`src/rtl/cell_select_decoder_if.sv`:
```
// Move-entry bus between the move source and the cell select decoder.
// The request side is a plain strobe: no ready, every edge with sel_valid=1 is one request.
interface cell_select_decoder_if #(
   parameter int CELLS = 9,
   parameter int SEL_W = 4
);
   logic             sel_valid;
   logic [SEL_W-1:0] sel;
   logic             clear;
   logic [CELLS-1:0] en;
   logic             player;
   logic             en_player;
   logic [CELLS-1:0] occupied;
   logic [SEL_W-1:0] move_count;
   logic             move_ok;
   logic             move_err;
   logic             board_full;
   logic             state_dbg;

   modport master (
      output sel_valid, sel, clear,
      input  en, player, en_player, occupied, move_count,
      input  move_ok, move_err, board_full, state_dbg
   );

   modport slave (
      input  sel_valid, sel, clear,
      output en, player, en_player, occupied, move_count,
      output move_ok, move_err, board_full, state_dbg
   );
endinterface

```
`src/rtl/cell_select_decoder.sv`:
```
// Registered board cell decoder: validates a move against range and occupancy,
// pulses a one-hot cell enable, and tracks turn, move count and full board.
module cell_select_decoder #(
   parameter int CELLS = 9,
   parameter int SEL_W = 4
) (
   input  logic                  clock,
   input  logic                  reset,
   cell_select_decoder_if.slave  bus
);

   typedef enum logic {
      PLAY = 1'b0,
      FULL = 1'b1
   } state_t;

   localparam logic [SEL_W-1:0] FULL_COUNT = SEL_W'(CELLS);
   localparam logic [SEL_W-1:0] LAST_COUNT = SEL_W'(CELLS - 1);

   state_t           state;
   logic [CELLS-1:0] en_q;
   logic             player_q;
   logic             en_player_q;
   logic [CELLS-1:0] occupied_q;
   logic [SEL_W-1:0] move_count_q;
   logic             move_ok_q;
   logic             move_err_q;
   logic             board_full_q;

   logic [CELLS-1:0] sel_onehot;
   logic             in_range;
   logic             legal;

   // An out-of-range index decodes to all zeros, so range and occupancy share one decode.
   always_comb begin
      sel_onehot = '0;
      for (int i = 0; i < CELLS; i++) begin
         if (bus.sel == SEL_W'(i)) begin
            sel_onehot[i] = 1'b1;
         end
      end
   end

   assign in_range = |sel_onehot;
   assign legal    = in_range && ((occupied_q & sel_onehot) == '0);

   always_ff @(posedge clock) begin
      if (reset || bus.clear) begin
         state        <= PLAY;
         en_q         <= '0;
         player_q     <= 1'b0;
         en_player_q  <= 1'b0;
         occupied_q   <= '0;
         move_count_q <= '0;
         move_ok_q    <= 1'b0;
         move_err_q   <= 1'b0;
         board_full_q <= 1'b0;
      end else begin
         en_q       <= '0;
         move_ok_q  <= 1'b0;
         move_err_q <= 1'b0;
         if (bus.sel_valid) begin
            if (state == PLAY && legal) begin
               en_q        <= sel_onehot;
               en_player_q <= player_q;
               occupied_q  <= occupied_q | sel_onehot;
               player_q    <= ~player_q;
               move_ok_q   <= 1'b1;
               if (move_count_q != FULL_COUNT) begin
                  move_count_q <= move_count_q + 1'b1;
               end
               if (move_count_q == LAST_COUNT) begin
                  state        <= FULL;
                  board_full_q <= 1'b1;
               end
            end else begin
               move_err_q <= 1'b1;
            end
         end
      end
   end

   assign bus.en         = en_q;
   assign bus.player     = player_q;
   assign bus.en_player  = en_player_q;
   assign bus.occupied   = occupied_q;
   assign bus.move_count = move_count_q;
   assign bus.move_ok    = move_ok_q;
   assign bus.move_err   = move_err_q;
   assign bus.board_full = board_full_q;
   assign bus.state_dbg  = state;

endmodule

```
`src/flat_wrapper.sv`:
```
// flat-port wrapper written by rule: the top's interface ports become plain ports
module cell_select_decoder_flat 
#(
   parameter int CELLS = 9,
   parameter int SEL_W = 4
)
  (clock, reset, bus_sel_valid, bus_sel, bus_clear, bus_en, bus_player, bus_en_player, bus_occupied, bus_move_count, bus_move_ok, bus_move_err, bus_board_full, bus_state_dbg);
  cell_select_decoder_if #(.CELLS(CELLS), .SEL_W(SEL_W)) bus_i ();
  input  logic clock;
  input  logic reset;
  input wire logic [$bits(bus_i.sel_valid)-1:0] bus_sel_valid;
  input wire logic [$bits(bus_i.sel)-1:0] bus_sel;
  input wire logic [$bits(bus_i.clear)-1:0] bus_clear;
  output wire logic [$bits(bus_i.en)-1:0] bus_en;
  output wire logic [$bits(bus_i.player)-1:0] bus_player;
  output wire logic [$bits(bus_i.en_player)-1:0] bus_en_player;
  output wire logic [$bits(bus_i.occupied)-1:0] bus_occupied;
  output wire logic [$bits(bus_i.move_count)-1:0] bus_move_count;
  output wire logic [$bits(bus_i.move_ok)-1:0] bus_move_ok;
  output wire logic [$bits(bus_i.move_err)-1:0] bus_move_err;
  output wire logic [$bits(bus_i.board_full)-1:0] bus_board_full;
  output wire logic [$bits(bus_i.state_dbg)-1:0] bus_state_dbg;
  assign bus_i.sel_valid = bus_sel_valid;
  assign bus_i.sel = bus_sel;
  assign bus_i.clear = bus_clear;
  assign bus_en = bus_i.en;
  assign bus_player = bus_i.player;
  assign bus_en_player = bus_i.en_player;
  assign bus_occupied = bus_i.occupied;
  assign bus_move_count = bus_i.move_count;
  assign bus_move_ok = bus_i.move_ok;
  assign bus_move_err = bus_i.move_err;
  assign bus_board_full = bus_i.board_full;
  assign bus_state_dbg = bus_i.state_dbg;
  cell_select_decoder #(.CELLS(CELLS), .SEL_W(SEL_W)) u_core (.clock(clock), .reset(reset), .bus(bus_i));
endmodule
```
`config.mk`:
```
export PLATFORM = sky130hd
export DESIGN_NAME = cell_select_decoder_flat
export DESIGN_NICKNAME = d
export VERILOG_FILES = /design/src/rtl/cell_select_decoder_if.sv /design/src/rtl/cell_select_decoder.sv /design/src/flat_wrapper.sv
export SDC_FILE = /design/constraint.sdc
export NUM_CORES = 1
export LEC_CHECK = 0
export CAP_MARGIN = 20
export CORE_ASPECT_RATIO = 2
export CORE_UTILIZATION = 41
export CTS_CLUSTER_DIAMETER = 200
export DETAILED_ROUTE_END_ITERATION = 16
export PLACE_DENSITY = 0.71
export RECOVER_POWER = 100
export SKIP_CTS_REPAIR_TIMING = 1
export SKIP_LAST_GASP = 1
export SYNTH_ARGS = -nofsm -noshare
export SYNTH_HDL_FRONTEND = slang
export SYNTH_SLANG_ARGS = --single-unit
```
`constraint.sdc`:
```
create_clock -name clock -period 1.7 [get_ports clock]
set_input_delay 0.255 -clock clock [delete_from_list [all_inputs] [get_ports clock]]
set_output_delay 0.255 -clock clock [all_outputs]
set_load 0.05 [all_outputs]
```
## Word level (Yosys, flattened, before mapping)

Cells that the tools add are included.

| storage, ports and cells | value |
|---|---|
| flip-flop bits (word level) | 27 |
| output and inout bits | 28 |

| cells by class | value |
|---|---|
| add/subtract/negate cells | 1 |
| equality and inequality tests | 10 |
| muxes and demuxes | 11 |
| bitwise gates (word level) | 6 |
| reductions and logical operators | 11 |

Operators with widths:

| cell | count |
|---|---|
| equality test 4 x 3 -> 1 bit, second input constant | 4 |
| 2-to-1 mux 1 bit | 11 |
| bitwise AND 9 bit | 1 |
| logical NOT 9 bit | 1 |
| OR 9 bit | 1 |
| OR reduction 9 bit | 1 |
| equality test 4 x 2 -> 1 bit, second input constant | 2 |
| equality test 4 bit, second input constant | 2 |
| AND reduction 3 bit | 2 |
| adder 4 x 1 -> 4 bit, second input constant | 1 |
| equality test 4 x 1 -> 1 bit, second input constant | 1 |
| logical NOT 4 bit | 1 |
| != test 4 bit, second input constant | 1 |
| NOT 1 bit | 4 |
| OR reduction 3 bit | 1 |
| logical AND 1 bit | 2 |
| AND reduction 2 bit | 1 |
| OR reduction 2 bit | 1 |
| logical OR 1 bit | 1 |

## Longest topological paths before layout

| depth | value |
|---|---|
| depth in word-level cells | 8 |
| depth in mapped cells | 8 |

## Least setup slack after synthesis

No wires, ideal clock.

| timing path | value |
|---|---|
| path type | register to register |
| start | register u_core.occupied_q[8] (netlist: u_core.bus.occupied[8]) |
| end | register u_core.state (netlist: u_core.bus.state_dbg) |
| library setup time | 117 ps |
| arrival | 1734 ps |
| path slack | -152 ps |
| cell stages (with the launch flop) | 7 |
| buffers on the path | 1 |
| cell sequence | dfxtp_1 > nor4bb_1 > a31oi_1 > o221ai_2 > buf_2 > nor2_1 > a32o_1 |

| between the ends | value |
|---|---|
| word-level cells in the longest chain between the ends | 5 |

Ends and longest elaborated chain:

| what | RTL line | RTL |
|---|---|---|
| from (decl) | cell_select_decoder.sv:24 | `logic [CELLS-1:0] occupied_q;` |
| from (signal assigned) | cell_select_decoder.sv:66 | `occupied_q <= occupied_q \| sel_onehot;` |
| bitwise AND 9 bit | cell_select_decoder.sv:45 | `assign legal = in_range && ((occupied_q & sel_onehot) == '0);` |
| logical NOT 9 bit | cell_select_decoder.sv:45 |  |
| logical AND 1 bit | cell_select_decoder.sv:45 |  |
| logical AND 1 bit | cell_select_decoder.sv:63 | `if (state == PLAY && legal) begin` |
| AND reduction 3 bit (no source line) | - |  |
| to (signal assigned) | cell_select_decoder.sv:49 | `state <= PLAY;` |
| to (signal assigned) | cell_select_decoder.sv:73 | `state <= FULL;` |
| to (decl) | cell_select_decoder.sv:20 | `state_t state;` |

No other way between the ends.
A chain may end at the register's enable or synchronous reset.

## Worst setup path in the final report

| timing path | value |
|---|---|
| start | register u_core.occupied_q[4] (netlist: u_core.bus.occupied[4]) |
| end | register u_core.move_count_q[2] (netlist: u_core.bus.move_count[2]) |

| between the ends | value |
|---|---|
| word-level cells in the longest chain between the ends | 5 |

Ends and longest elaborated chain:

| what | RTL line | RTL |
|---|---|---|
| bitwise AND 9 bit | cell_select_decoder.sv:45 |  |
| logical NOT 9 bit | cell_select_decoder.sv:45 |  |
| logical AND 1 bit | cell_select_decoder.sv:45 |  |
| logical AND 1 bit | cell_select_decoder.sv:63 |  |
| AND reduction 3 bit (no source line) | - |  |
| to (signal assigned) | cell_select_decoder.sv:70 | `move_count_q <= move_count_q + 1'b1;` |
| to (decl) | cell_select_decoder.sv:25 | `logic [SEL_W-1:0] move_count_q;` |

No other way between the ends.

==> metrics.yaml <==
setup_path:
  worstSetupPathType: "register to register"
  cp-end-kind: "register"
  start_kind: "register"
  cp_max_fo: 7
  critPathArrivalTime_ps: 1900
  cp_data_required_time_ps: 1910
synth:
  yosysSeqAreaShare_pct: 44.8
  synth_flop_cell: "dfxtp_1"
  synth_fp_nets: 141
  ys_seq_elements: 27
  async_flop_share_pct: 0
  synth_common_cells: "dfxtp_1 (27), nand2_1 (17), nor2_1 (11)"
  netlist.top_cell.by_area: "dfxtp_1"
  synthCells: 130
  synth_area_per_cell_um2: 9.28
  yosysWarnings: 0
  synth_edf_count: 0
  yosys-top-cells-area: "dfxtp_1 (45%), nand2_1 (5.3%), o41ai_2 (4.0%), or3_1 (3.6%), nor2_1 (3.4%)"
  synthesis.area_um2: 1210
  ys_types: 40
  synth_most_common_cell: "dfxtp_1"
  synth_top_area_share_pct: 44.8
drt:
  ant_nets: 0
  wl_met1_um: 1140
  wl_met3_um: 105
  drc: 0
  dr.first_iter.drc_count: 25
  wl_per_cell_um: 15.0
  firstDrtPassIters: 4
  vias_per_cell: 5.57
  dr.max_layer_used: "met4"
  route.vias.total: 1220
  drt-total-wl_um: 3280
  met2WireLength_um: 1940
sta:
  timing.fmax_ghz: 0.591
  period_share_pct: 99.5
  rsz0062_at_grt: "yes"
  hold_ws_ps: 463
  hold_viol: 0
  finalMaxSlewViolations: 0
  worstMarginPinSlew_ps: 633
  period_needed_ps: 1690
  skew_ps: 2.53
  setup_viol: 0
  slew-limit-headroom_pct: 58.0
layout:
  drive_gt1_share_pct: 28.4
  final_cells: 219
  area_growth_pct: 40.4
  final_cell_area_um2: 1690
  antenna_cells: 0
  nets: 202
place:
  post-place-cells: 214
  gp_congestion: 0.788
  dp_hpwl_um: 2580
  portBuffers: 35
  dpl_cell_area_um2: 1700
power_and_ir_drop:
  finalPower_mw: 1.17
  ir_drop_uv: 566
  p_leak_nw: 0.721
  p_per_area_nw_per_um2: 693
clock_tree:
  clockBufferDepth: 2
  cts-root-buf: "clkbuf_8"
  cts_buffers: 3
  clk_pin_slew_ps: 90
  cts_sinks: 27
  worst_skew_pair.late_latency_ps: 270
  cts_tree: "built"
  h-tree-depth: 1
hold_path:
  hold_path_class: "register to register"
floorplan:
  die_h_um: 78.7
  rows: 27
  ios: 36
  core_area_um2: 2770
  dieArea_um2: 3180
  initial_core_util_pct: 43.5
  die_x_um: 40.4
run_status:
  status: "finished, final reports clean"
grt:
  grt_max_degree: 16
  antenna_found_initial: 0
  overflow: 0
  grt_pass1_wl_um: 5020
  grt_pass1_vias: 1188
  gr-usage-all-layers_pct: 22.4
run:
  cap_viol_max_count: 0
-- per-layer routing --
layer	track usage, %	vias to the layer above
li1	-	582
met1	22.5	593
met2	41.7	35
met3	1.68	10
met4	9.33	0
met5	0	-
-- path summary, 6_finish.rpt --
path | start | end | slack [ps] | cells past startpoint
worst max-delay path | u_core.bus.occupied[4]$_SDFFE_PP0P_ | u_core.bus.move_count[2]$_SDFFE_PP0P_ | 8 | 6
worst min-delay path | u_core.bus.en_player$_SDFFE_PP0P_ | u_core.bus.en_player$_SDFFE_PP0P_ | 460 | 2
worst max register to register | u_core.bus.occupied[4]$_SDFFE_PP0P_ | u_core.bus.move_count[2]$_SDFFE_PP0P_ | 8 | 6
worst min register to register | u_core.bus.en_player$_SDFFE_PP0P_ | u_core.bus.en_player$_SDFFE_PP0P_ | 460 | 2
-- final cells by class --
class	count	area, um^2
Multi-Input combinational cell	90	602
Inverter	4	15.0
Tap cell	29	36.3
Clock buffer	3	41.3
Fill cell	279	1080
Sequential cell	27	551
Timing Repair Buffer	65	443
Clock inverter	1	5.00
-- state kept, by name, summed over array words and instances, names as in the netlist --
signal                 flops
u_core.bus.en              9
u_core.bus.occupied        9
u_core.bus.move_count      4
u_core.bus.en_player       1
u_core.bus.move_err        1
u_core.bus.move_ok         1
u_core.bus.player          1
u_core.bus.state_dbg       1
-- cell usage in the layout (no fill, tap or decap), types with 2 or more instances in the layout --
cell,n
nand2_1,17
clkbuf_8,3
mux2i_1,3
clkbuf_1,23
clkdlybuf4s50_1,7
o21ai_1,4
dfxtp_1,19
nand3_1,2
a21oi_1,2
buf_4,30
and3b_1,2
ha_1,3
dlymetal6s2s_1,4
nand4_1,3
dfxtp_2,8
o21a_1,2
a31oi_1,2
nor2b_1,2
o21ai_0,2
nor4_1,3
nor2_1,11
o41ai_2,3
inv_1,4
or3_1,7
nor3_1,2
a21oi_2,2
-- power by group --
part / internal (mW) / switching (mW)
sequential: 0.638 / 0.00440
clock: 0.164 / 0.191
combinational: 0.0758 / 0.100
-- critical path: stages (launching register included) --
cell	delay, ps
dfxtp_2	340
mux2_4	270
a21oi_2	130
o221ai_2	130
buf_6	160
or4_4	480
a21oi_2	130
-- metrics by stage --
step                      util [%]  setup TNS, ps  worst slack, ps
after floorplan                  -              0             18.1
after global placement        61.4         -11620             -531
after CTS                     63.1          -5670             -347
after detailed placement      61.4         -13360             -620
after global routing          61.1           -172            -70.7
final                         61.1              0             7.77
-- cell families after synthesis --
family | Yosys count | synth area share, %
adder cells (fa/ha/maj) | 3 | 3.11
AO/OA/AOI/OAI | 23 | 15.2
buffers and inverters | 13 | 6.43
multiplexers | 4 | 3.73
AND/OR/NAND/NOR | 60 | 26.7
flip-flops | 27 | 44.8
Power figures use the tool's default switching activity.
